$ cat src/rtl/voice_allocator.sv
// voice_allocator: pops 32-bit commands from the CPU command FIFO and maps them
// onto a bank of tone/envelope voices, handling allocation, retrigger, release
// and voice stealing.
//
// Ports:
//   clk           calculation clock, all logic on its rising edge
//   rst           asynchronous active-high reset
//   fifo_empty    command FIFO empty flag
//   fifo_rden     FIFO read strobe (combinational); data valid the next cycle
//   fifo_data     command word {op[31:30], id[29:23], period[22:0]}
//   voice_busy    per-voice envelope busy flags
//   voice_period  per-voice period, voice v at [v*PERIOD_W +: PERIOD_W]
//   voice_on      one-cycle note_on pulses
//   voice_off     one-cycle note_off pulses
//   voice_active  1 while the voice is held
//   steal         one-cycle pulse when a held voice is taken over
module voice_allocator #(
  parameter int unsigned NUM_VOICES = 4,
  parameter int unsigned PERIOD_W   = 23,
  parameter int unsigned ID_W       = 7,
  parameter int unsigned AGE_W      = 8
) (
  input  logic                           clk,
  input  logic                           rst,
  input  logic                           fifo_empty,
  output logic                           fifo_rden,
  input  logic [31:0]                    fifo_data,
  input  logic [NUM_VOICES-1:0]          voice_busy,
  output logic [NUM_VOICES*PERIOD_W-1:0] voice_period,
  output logic [NUM_VOICES-1:0]          voice_on,
  output logic [NUM_VOICES-1:0]          voice_off,
  output logic [NUM_VOICES-1:0]          voice_active,
  output logic                           steal
);

  localparam int unsigned IDX_W   = $clog2(NUM_VOICES);
  localparam int unsigned RCNT_W  = 2;
  localparam logic [RCNT_W-1:0] REL_HOLDOFF = RCNT_W'(2);
  localparam logic [AGE_W-1:0]  AGE_MAX     = '1;

  localparam logic [1:0] OP_NOP  = 2'b00;
  localparam logic [1:0] OP_ON   = 2'b01;
  localparam logic [1:0] OP_OFF  = 2'b10;
  localparam logic [1:0] OP_ALL  = 2'b11;

  typedef enum logic [1:0] {S_IDLE, S_FETCH, S_EXEC} state_t;
  typedef enum logic [1:0] {V_FREE, V_HELD, V_REL}   vstate_t;

  state_t state_q, state_d;
  logic   cmd_load;
  logic   exec;

  logic [31:0] cmd_q;
  logic [1:0]          cmd_op;
  logic [ID_W-1:0]     cmd_id;
  logic [PERIOD_W-1:0] cmd_per;

  vstate_t             v_state_q [NUM_VOICES];
  vstate_t             v_state_d [NUM_VOICES];
  logic [ID_W-1:0]     v_id_q    [NUM_VOICES];
  logic [ID_W-1:0]     v_id_d    [NUM_VOICES];
  logic [AGE_W-1:0]    v_age_q   [NUM_VOICES];
  logic [AGE_W-1:0]    v_age_d   [NUM_VOICES];
  logic [PERIOD_W-1:0] v_per_q   [NUM_VOICES];
  logic [PERIOD_W-1:0] v_per_d   [NUM_VOICES];
  logic [RCNT_W-1:0]   v_rcnt_q  [NUM_VOICES];
  logic [RCNT_W-1:0]   v_rcnt_d  [NUM_VOICES];

  logic [NUM_VOICES-1:0] on_d, off_d, act_d;
  logic                  steal_d;

  logic             do_on, do_off, do_all;
  logic             hit_found, free_found, rel_found, held_seen;
  logic [IDX_W-1:0] hit_idx, free_idx, rel_idx, held_idx, alloc_idx;
  logic [AGE_W-1:0] rel_age, held_age;
  logic             alloc_steal;

  // Main FSM: state register
  always_ff @(posedge clk or posedge rst) begin
    if (rst) state_q <= S_IDLE;
    else     state_q <= state_d;
  end

  // Main FSM: next state
  always_comb begin
    state_d = state_q;
    case (state_q)
      S_IDLE:  if (fifo_rden) state_d = S_FETCH;
      S_FETCH: state_d = S_EXEC;
      S_EXEC:  state_d = S_IDLE;
      default: state_d = S_IDLE;
    endcase
  end

  // Main FSM: outputs; the read strobe is combinational so a pop can start in IDLE
  always_comb begin
    fifo_rden = 1'b0;
    cmd_load  = 1'b0;
    exec      = 1'b0;
    case (state_q)
      S_IDLE:  fifo_rden = !fifo_empty && !rst;
      S_FETCH: cmd_load  = 1'b1;
      S_EXEC:  exec      = 1'b1;
      default: ;
    endcase
  end

  // Command register, loaded from the FIFO the cycle after the read strobe
  always_ff @(posedge clk or posedge rst) begin
    if (rst)           cmd_q <= '0;
    else if (cmd_load) cmd_q <= fifo_data;
  end

  assign cmd_op  = cmd_q[31:30];
  assign cmd_id  = cmd_q[PERIOD_W +: ID_W];
  assign cmd_per = cmd_q[PERIOD_W-1:0];

  // A NOTE_ON with a zero period behaves as a NOTE_OFF for its id
  assign do_on  = exec && (cmd_op == OP_ON) && (cmd_per != '0);
  assign do_off = exec && ((cmd_op == OP_OFF) || ((cmd_op == OP_ON) && (cmd_per == '0)));
  assign do_all = exec && (cmd_op == OP_ALL);

  // Candidate search; strict '>' keeps the lowest index on age ties
  always_comb begin
    hit_found  = 1'b0;
    free_found = 1'b0;
    rel_found  = 1'b0;
    held_seen  = 1'b0;
    hit_idx    = '0;
    free_idx   = '0;
    rel_idx    = '0;
    held_idx   = '0;
    rel_age    = '0;
    held_age   = '0;
    for (int v = 0; v < int'(NUM_VOICES); v++) begin
      if (v_state_q[v] == V_HELD && v_id_q[v] == cmd_id && !hit_found) begin
        hit_found = 1'b1;
        hit_idx   = IDX_W'(v);
      end
      if (v_state_q[v] == V_FREE && !free_found) begin
        free_found = 1'b1;
        free_idx   = IDX_W'(v);
      end
      if (v_state_q[v] == V_REL && (!rel_found || v_age_q[v] > rel_age)) begin
        rel_found = 1'b1;
        rel_idx   = IDX_W'(v);
        rel_age   = v_age_q[v];
      end
      if (v_state_q[v] == V_HELD && (!held_seen || v_age_q[v] > held_age)) begin
        held_seen = 1'b1;
        held_idx  = IDX_W'(v);
        held_age  = v_age_q[v];
      end
    end
  end

  // Allocation priority: retrigger, free, oldest releasing, steal oldest held
  always_comb begin
    alloc_idx   = held_idx;
    alloc_steal = 1'b0;
    if (hit_found)       alloc_idx = hit_idx;
    else if (free_found) alloc_idx = free_idx;
    else if (rel_found)  alloc_idx = rel_idx;
    else                 alloc_steal = 1'b1;
  end

  // Per-voice next state; command effects override release completion
  always_comb begin
    v_state_d = v_state_q;
    v_id_d    = v_id_q;
    v_age_d   = v_age_q;
    v_per_d   = v_per_q;
    v_rcnt_d  = v_rcnt_q;
    on_d      = '0;
    off_d     = '0;
    act_d     = '0;
    steal_d   = do_on && alloc_steal;
    for (int v = 0; v < int'(NUM_VOICES); v++) begin
      // Hold-off of two cycles after voice_off covers the envelope busy lag
      if (v_state_q[v] == V_REL) begin
        if (v_rcnt_q[v] != REL_HOLDOFF) v_rcnt_d[v] = v_rcnt_q[v] + RCNT_W'(1);
        else if (!voice_busy[v])        v_state_d[v] = V_FREE;
      end
      if (do_on) begin
        if (IDX_W'(v) == alloc_idx) begin
          v_state_d[v] = V_HELD;
          v_id_d[v]    = cmd_id;
          v_per_d[v]   = cmd_per;
          v_age_d[v]   = '0;
          v_rcnt_d[v]  = '0;
          on_d[v]      = 1'b1;
        end else if (v_state_q[v] != V_FREE && v_age_q[v] != AGE_MAX) begin
          v_age_d[v] = v_age_q[v] + AGE_W'(1);
        end
      end
      if (v_state_q[v] == V_HELD && (do_all || (do_off && v_id_q[v] == cmd_id))) begin
        v_state_d[v] = V_REL;
        v_rcnt_d[v]  = '0;
        off_d[v]     = 1'b1;
      end
      act_d[v] = (v_state_d[v] == V_HELD);
    end
  end

  // Voice state and output registers
  always_ff @(posedge clk or posedge rst) begin
    if (rst) begin
      for (int v = 0; v < int'(NUM_VOICES); v++) begin
        v_state_q[v] <= V_FREE;
        v_id_q[v]    <= '0;
        v_age_q[v]   <= '0;
        v_per_q[v]   <= '0;
        v_rcnt_q[v]  <= '0;
      end
      voice_on     <= '0;
      voice_off    <= '0;
      voice_active <= '0;
      steal        <= 1'b0;
    end else begin
      v_state_q    <= v_state_d;
      v_id_q       <= v_id_d;
      v_age_q      <= v_age_d;
      v_per_q      <= v_per_d;
      v_rcnt_q     <= v_rcnt_d;
      voice_on     <= on_d;
      voice_off    <= off_d;
      voice_active <= act_d;
      steal        <= steal_d;
    end
  end

  // Pack the period registers onto the flat output bus
  for (genvar g = 0; g < int'(NUM_VOICES); g++) begin : g_per
    assign voice_period[g*PERIOD_W +: PERIOD_W] = v_per_q[g];
  end

endmodule

$ cat config.mk
export PLATFORM = sky130hd
export DESIGN_NAME = voice_allocator
export DESIGN_NICKNAME = d
export VERILOG_FILES = /design/src/rtl/voice_allocator.sv
export SDC_FILE = /design/constraint.sdc
export NUM_CORES = 1
export LEC_CHECK = 0
export ABC_CLOCK_PERIOD_IN_PS = 17500
export CAP_MARGIN = 20
export CORE_UTILIZATION = 38
export CTS_CLUSTER_SIZE = 24
export DETAILED_ROUTE_END_ITERATION = 10
export RECOVER_POWER = 100
export SETUP_SLACK_MARGIN = 0.1
export SLEW_MARGIN = 20
export SYNTH_ARGS = -nofsm -noshare
export SYNTH_HDL_FRONTEND = slang
export SYNTH_SLANG_ARGS = --single-unit
$ cat constraint.sdc
create_clock -name clk -period 17.5 [get_ports clk]
set_input_delay 2.625 -clock clk [delete_from_list [all_inputs] [get_ports clk]]
set_output_delay 2.625 -clock clk [all_outputs]
set_load 0.01 [all_outputs]
==> qor.csv, run 1 <==
stage,metric,value,unit
outcome,status,"finished, violations left",
outcome,violated checks,"capacitance limit, slew limit",
global_routing,initial antenna violation count,6,
clocking,Root Driver,clkbuf_16,
clocking,clk sink count,215,
clocking,H-tree depth,1,
timing,Final min period,10.16,ns
global_routing,largest net degree at the start of global routing,143,
synth,Yosys cell types,65,
layout,"commonest non-fill, non-tap cell in the layout",dfrtp_1,
synth,share of Yosys cell area claimed by the top area cell type,0.492,
timing,fmax,98.5,MHz
drt,1st-pass router iterations,5,
global_routing,first-pass GRT wire length,45.0,mm
clocking,Longest Clk Path Bufs,3,
pwr,Reg power frac,0.384,
layout,most frequent cells in the layout,"dfrtp_1 (215), mux2_2 (156), dlygate4sd3_1 (139)",
synth,Post-synth EDFFs,0,
pwr,clock share of power,0.273,
synth,mux cell area share after synthesis,0.168,
pwr,Max IR drop VDD,0.0000897,V
synth,Synth Area in Compound Gates,0.101,
hold_path,Worst Hold Class,reg -> reg,
setup_path,slowest CP cell,o31ai_1,
synth,Synth Area in Adders,0.0687,
floorplan,Core Area,0.0280,mm^2
layout,fill cell count,2581,
drt,Vias,7982,
layout,Post-layout nets,1198,
drt,DR WL/cell,18.7,um
synth,XOR/XNOR Fraction of Synth Area,0.0240,
synth,Synth Area in Simple Gates,0.112,
synth,leading area contributor after synthesis,dfrtp_1,
drt,Starting DRT DRC Count,431,
clocking,hold_buf cts,0,
setup_path,cell family with most CP delay,compound AO/OA/AOI/OAI gates,
synth,main combinational cell family by area after synthesis,multiplexers,
pwr,Pwr Density,147,mW/mm^2
floorplan,Die W,172,um
synth,share of synthesized registers carrying an async set or reset,1.00,
clocking,Post-CTS Setup Repair Bufs,0,
setup_path,WP buf/inv,2,
timing,Hold Fails Final Rpt,0,
synth,count of state elements after synthesis,215,
placement,dpl hpwl,19.2,mm
synth,Syn. warnings,0,
timing,Slew @ Worst Pin,5.68,ns
synth,Syn Area/Cell,11.3,um^2
floorplan,row cnt,61,
timing,RSZ-0062 raised after global routing,no,
synth,Synth Flop Type,dfrtp_1,
pwr,P_int,1.30,mW
layout,Layout Area Growth over Synthesis,23.5,%
clocking,CTS tree,built,
synth,Post-Syn Area,0.0109,mm^2
timing,Fin Setup TNS,0,ns
global_routing,gr usage total,0.196,
global_routing,final global-route overflow total,0,
setup_path,"Req. time, crit path",17.92,ns
timing,Max Clock Skew,0.0127,ns
drt,post-DR vias/cell,5.34,
floorplan,Die Area,0.0295,mm^2
floorplan,Die Ht,172,um
layout,layout cells sized above 1,0.192,
synth,syn_nets,1065,
clocking,post-CTS sizing,0,
clocking,"CTS clk-pin slew, worst paths",0.06,ns
setup_path,Startpoint Class,flop,
floorplan,Starting Density,0.390,
floorplan,I/O pins,145,
setup_path,CP most frequent cell,a21oi_1,
placement,DP Area,0.0127,mm^2
setup_path,CP arrival,10.58,ns
global_routing,vias in the first global route,8025,
placement,setup slack at placement,9.27,ns
setup_path,crit path kind,reg -> reg,
setup_path,worst-path maximum fanout,23,
setup_path,Worst path max stage delay,1.30,ns
setup_path,crit path capture type,flop,
job,Max-Cap Viols,9,
clocking,Worst-Skew Late Latency,0.54,ns
pwr,Net Switching,687,uW
layout,Final Cell Area,0.0135,mm^2
drt,post-route ant nets,0,
timing,"Slew Viols, Final",333,
timing,worst rel slew slack,-2.79,
synth,ranking of synthesized cells by area,"dfrtp_1 (49%), mux2_2 (16%), ha_1 (6.9%)",
pwr,switching share of total power,0.346,
drt,final wirelength,28.0,mm
pwr,Pleak,6.34,nW
synth,cells after synthesis,966,
drt,DR DRC count,0,
synth,sequential fraction of the synthesis area,0.492,
pwr,Comb power frac,0.344,
placement,gpl congestion,0.872,
timing,fin crit share,0.580,
timing,Finish-stage setup viols,0,
clocking,cts bufs inserted,24,
placement,PortBufs,144,
timing,Setup WS post-layout,7.34,ns
==> per-layer routing <==
layer | vias to the layer above | global-route usage | wire length (um)
li1 | 3776 | - | -
met1 | 3951 | 0.258 | 12200
met2 | 206 | 0.308 | 12600
met3 | 41 | 0.0699 | 2620
met4 | 8 | 0.0450 | 500
met5 | - | 0 | 53
==> Yosys cell counts, types with 5 or more instances <==
cell      instances
dfrtp_1         215
mux2_2          156
nand2_1          75
ha_1             60
nor2_1           48
a21oi_1          42
inv_1            37
o21ai_0          37
xor2_1           24
buf_2            22
o211ai_1         18
clkbuf_1         17
nand4_1          17
nor4_1           17
nand3_1          16
nor3_1           16
o22ai_1          15
nor2b_1          14
a31oi_1          10
and2_1            6
nand2b_1          6
o221ai_1          6
xnor2_1           6
and4_1            5
==> logic make-up (layout without fill, tap and decap cells) <==
family | count (synthesis) | count (layout)
compound gates | 171 | 171
simple gates | 242 | 242
fa+ha+maj | 60 | 60
other cells | 0 | 2
xor+xnor | 30 | 30
mux | 164 | 164
flops | 215 | 215
buf+inv | 84 | 234
==> worst paths after layout <==
path | startpoint | end | slack [ns] | depth (start not counted)
setup / recovery | v_state_q[6] | voice_period[6] | 7.34 | 26
hold / removal | voice_period[68] | voice_period[68] | 0.49 | 1
setup reg to reg | v_state_q[6] | voice_period[6] | 7.34 | 26
hold reg to reg | voice_period[68] | voice_period[68] | 0.49 | 1
max in group asynchronous | rst | cmd_q[30] | 8.51 | 3
min in group asynchronous | rst | voice_period[5] | 2.96 | 2
==> registers in the layout, summed over array words and instances, names as in the netlist, 2 cells and up <==
register	cells
voice_period	92
state_q	2
cmd_q	32
v_id_q	28
v_state_q	8
v_rcnt_q	8
voice_off	4
voice_on	4
voice_active	4
v_age_q	32
==> power by group through the flow <==
stage          Clock (mW)  Sequential [mW]  Combinational, mW
6_report            0.542            0.762              0.683
5_1_grt             0.575            0.785              0.762
4_1_cts             0.555            0.768              0.723
3_5_place_dp            0            0.774              0.718
3_3_place_gp            0            0.770              0.711
2_1_floorplan           0            0.766              0.418
==> area by class of cell <==
class / instances / area (um^2) / share of cell area
clock inverter: 14 / 199 / 0.0147
antenna: 2 / 5.00 / 0.000371
inverter: 39 / 148 / 0.0109
multi-input combinational: 667 / 5160 / 0.382
sequential: 215 / 5380 / 0.398
tap: 378 / 473 / 0.0350
timing repair buffer: 152 / 1480 / 0.110
clock buffer: 29 / 659 / 0.0488
==> stage by stage <==
stage               std cells  hold slack (ns)  total power [mW]   util
finish                   1496            0.492              1.99  0.482
global route             1495            0.512              2.12  0.482
CTS                      1492            0.492              2.05  0.484
detailed placement       1449            0.478              1.49  0.453
global placement         1449            0.467              1.48  0.453
floorplan                 966            0.435              1.18      -
Power figures use the tool's default switching activity.
==> run 2: changes to the inputs <==
--- a/config.mk
+++ b/config.mk
@@ -5,7 +5,7 @@
 export SDC_FILE = /design/constraint.sdc
 export NUM_CORES = 1
 export LEC_CHECK = 0
-export ABC_CLOCK_PERIOD_IN_PS = 17500
+export ABC_CLOCK_PERIOD_IN_PS = 10150
 export CAP_MARGIN = 20
 export CORE_UTILIZATION = 38
 export CTS_CLUSTER_SIZE = 24
==> constraint.sdc (replaced) <==
create_clock -name clk -period 10.15 [get_ports clk]
set_input_delay 1.5225 -clock clk [delete_from_list [all_inputs] [get_ports clk]]
set_output_delay 1.5225 -clock clk [all_outputs]
set_load 0.01 [all_outputs]
==> run 2 against run 1 <==
The run still ends with capacitance limit, slew limit left. Clock-buffer cell count rose by 8. Via count is 0.63% higher. Register-to-register slack got worse by 5.9 ns. Clock power rose by 59%. Sequential share of layout area is 0.078 points higher. Worst hold slack improved by 0.0022 ns. Total power rose by 70%. Worst setup slack worse by 5.9 ns. Largest cell class unchanged.
==> qor.csv, run 2 (synthesized netlist as in run 1, its figures left out) <==
stage,metric,value,unit,change
outcome,status,"finished, violations left",,
outcome,violated checks,"capacitance limit, slew limit",,
timing,Setup WS post-layout,1.48,ns,-5.86 ns
layout,fill cell count,2578,,-0.12%
layout,antenna diode count,0,,-2
pwr,Comb power frac,0.354,,+0.010
drt,Starting DRT DRC Count,485,,+13%
layout,"commonest non-fill, non-tap cell in the layout",dfrtp_1,,
floorplan,Starting Density,0.390,,unchanged
clocking,"CTS clk-pin slew, worst paths",0.06,ns,about the same
clocking,H-tree depth,1,,unchanged
setup_path,CP arrival,9.06,ns,-1.52 ns
timing,fmax,115,MHz,+17%
setup_path,Startpoint Class,flop,,
layout,Seq. cell area,0.00538,mm^2,unchanged
timing,RSZ-0062 raised after global routing,no,,
floorplan,Die Ht,172,um,unchanged
layout,most frequent cells in the layout,"dfrtp_1 (215), mux2_2 (156), dlygate4sd3_1 (107)",,
layout,layout cells sized above 1,0.195,,+0.00286
global_routing,gr usage total,0.201,,+0.00415
timing,Finish-stage setup viols,0,,unchanged
pwr,clock share of power,0.255,,-0.018
global_routing,vias in the first global route,8158,,+1.7%
job,Max-Cap Viols,3,,-6
layout,max reg flops,92,,unchanged
drt,Vias,8032,,+0.63%
floorplan,Core Area,0.0280,mm^2,unchanged
layout,Post-layout nets,1198,,unchanged
layout,Layout Area Growth over Synthesis,23.3,%,
timing,Max Clock Skew,0.0137,ns,+0.00100 ns
setup_path,worst-path maximum fanout,36,,+57%
placement,PortBufs,144,,unchanged
placement,gpl congestion,0.886,,+1.6%
timing,Hold Fails Final Rpt,0,,unchanged
global_routing,first-pass GRT wire length,45.7,mm,+1.6%
pwr,P_int,2.19,mW,+68%
floorplan,I/O pins,145,,unchanged
timing,Slew @ Worst Pin,5.59,ns,-0.0891 ns
placement,DP Area,0.0127,mm^2,+0.16%
setup_path,crit path kind,reg -> reg,,
timing,worst rel slew slack,-2.73,,+0.0594
pwr,Max IR drop VDD,0.000143,V,+60%
timing,fin crit share,0.854,,+0.274
drt,post-route ant nets,0,,unchanged
timing,Fin Setup TNS,0,ns,unchanged
clocking,cts bufs inserted,25,,+4.2%
floorplan,Die W,172,um,unchanged
clocking,CTS tree,built,,
clocking,Longest Clk Path Bufs,3,,unchanged
timing,Final min period,8.67,ns,-1.49 ns
clocking,clk sink count,215,,unchanged
clocking,Post-CTS Setup Repair Bufs,0,,unchanged
setup_path,crit path capture type,flop,,
placement,dpl hpwl,19.7,mm,+2.4%
pwr,Pleak,6.31,nW,-0.45%
drt,DR DRC count,0,,unchanged
layout,Final Cell Area,0.0135,mm^2,-0.19%
timing,Hold Worst Slack,0.494,ns,+0.00215 ns
drt,1st-pass router iterations,4,,-1
timing,"Slew Viols, Final",252,,-24%
clocking,Root Driver,clkbuf_16,,
pwr,Reg power frac,0.391,,+0.007
layout,Final Instance Count excl. Fillers,1493,,-0.20%
drt,DR WL/cell,19.3,um,+3.1%
clocking,hold_buf cts,0,,unchanged
pwr,Net Switching,1.19,mW,+73%
layout,Multi-input gate area,0.00518,mm^2,+0.46%
placement,Cells after DPL,1450,,+0.069%
floorplan,Die Area,0.0295,mm^2,unchanged
setup_path,"Req. time, crit path",10.55,ns,-7.37 ns
drt,final wirelength,28.8,mm,+2.9%
drt,post-DR vias/cell,5.38,,+0.83%
global_routing,largest net degree at the start of global routing,146,,+2.1%
placement,setup slack at placement,2.14,ns,-7.13 ns
clocking,post-CTS sizing,0,,unchanged
pwr,Pwr Density,251,mW/mm^2,+70%
floorplan,row cnt,61,,unchanged
pwr,switching share of total power,0.352,,+0.00597
hold_path,Worst Hold Class,reg -> reg,,
global_routing,final global-route overflow total,0,,unchanged
global_routing,initial antenna violation count,1,,-5
clocking,Worst-Skew Late Latency,0.52,ns,-0.02 ns
## run 2: cell types whose count changed in the layout (fill, tap and decap cells not counted), moves of 2 or more
cell             before  now
diode_2               2    0
nand3_2               0    2
dlygate4sd3_1       139  107
clkbuf_8              4    8
clkbuf_1              7    4
buf_4                 2    5
bufinv_16             4    0
clkinvlp_4            0    2
clkdlybuf4s50_1       5   37
nand3_1              19   17
clkinv_2              8    3
## run 2: path summary, 6_finish.rpt
path	start	end	slack, ns	cells after the start
min in group asynchronous	rst	voice_period[72]	3.62	2
max reg2reg	v_state_q[7]	voice_period[27]	1.48	24
min	state_q[1]	state_q[0]	0.49	1
max	v_state_q[7]	voice_period[27]	1.48	24
min reg2reg	state_q[1]	state_q[0]	0.49	1
max in group asynchronous	rst	voice_period[51]	2.58	3
## run 2: layout make-up
cell class,count,share of cell area
Timing Repair Buffer,151,0.112
Clock buffer,37,0.0557
Tap cell,378,0.0351
Clock inverter,6,0.00288
Sequential cell,215,0.399
Inverter,39,0.0109
Multi-Input combinational cell,667,0.385
## run 2: worst max-delay path, cell delays in order (launching register included)
cell and delay, ns:
dfrtp_1 0.46, nor2b_1 1.10, nand2_1 0.14, ha_1 0.35, a21oi_1 0.14, o2111ai_1 0.14
o21ai_0 0.23, a211o_1 0.42, a31oi_1 0.19, ha_1 0.38, nor2b_1 0.13, o211ai_1 0.09
a21oi_1 0.17, o21ai_0 0.11, a21oi_1 0.65, mux2_2 0.41, ha_1 0.31, nand4_1 0.11
or4b_2 0.62, a21oi_1 0.14, nor3_1 0.08, o211ai_1 0.14, a31o_1 0.51, nand3_2 0.88
mux2_2 0.59
## run 2: stage by stage
stage                     utilization  total power, mW
final                           0.481             3.38
after global placement          0.454             2.58
after global routing            0.481             3.60
after detailed placement        0.454             2.59
after CTS                       0.482             3.48
after floorplan                     -             2.04
## run 2: routing by layer
metal	GRT usage	wire length, um
met1	0.259	12400
met2	0.328	13500
met3	0.0628	2490
met4	0.0431	401
met5	0	8
## run 2: power by group through the flow
stage | clock network (mW) | registers, mW | logic [mW]
2_1_floorplan | 0 | 1.32 | 0.721
3_3_place_gp | 0 | 1.33 | 1.25
3_5_place_dp | 0 | 1.34 | 1.25
4_1_cts | 0.886 | 1.33 | 1.26
5_1_grt | 0.918 | 1.36 | 1.32
6_report | 0.861 | 1.32 | 1.20
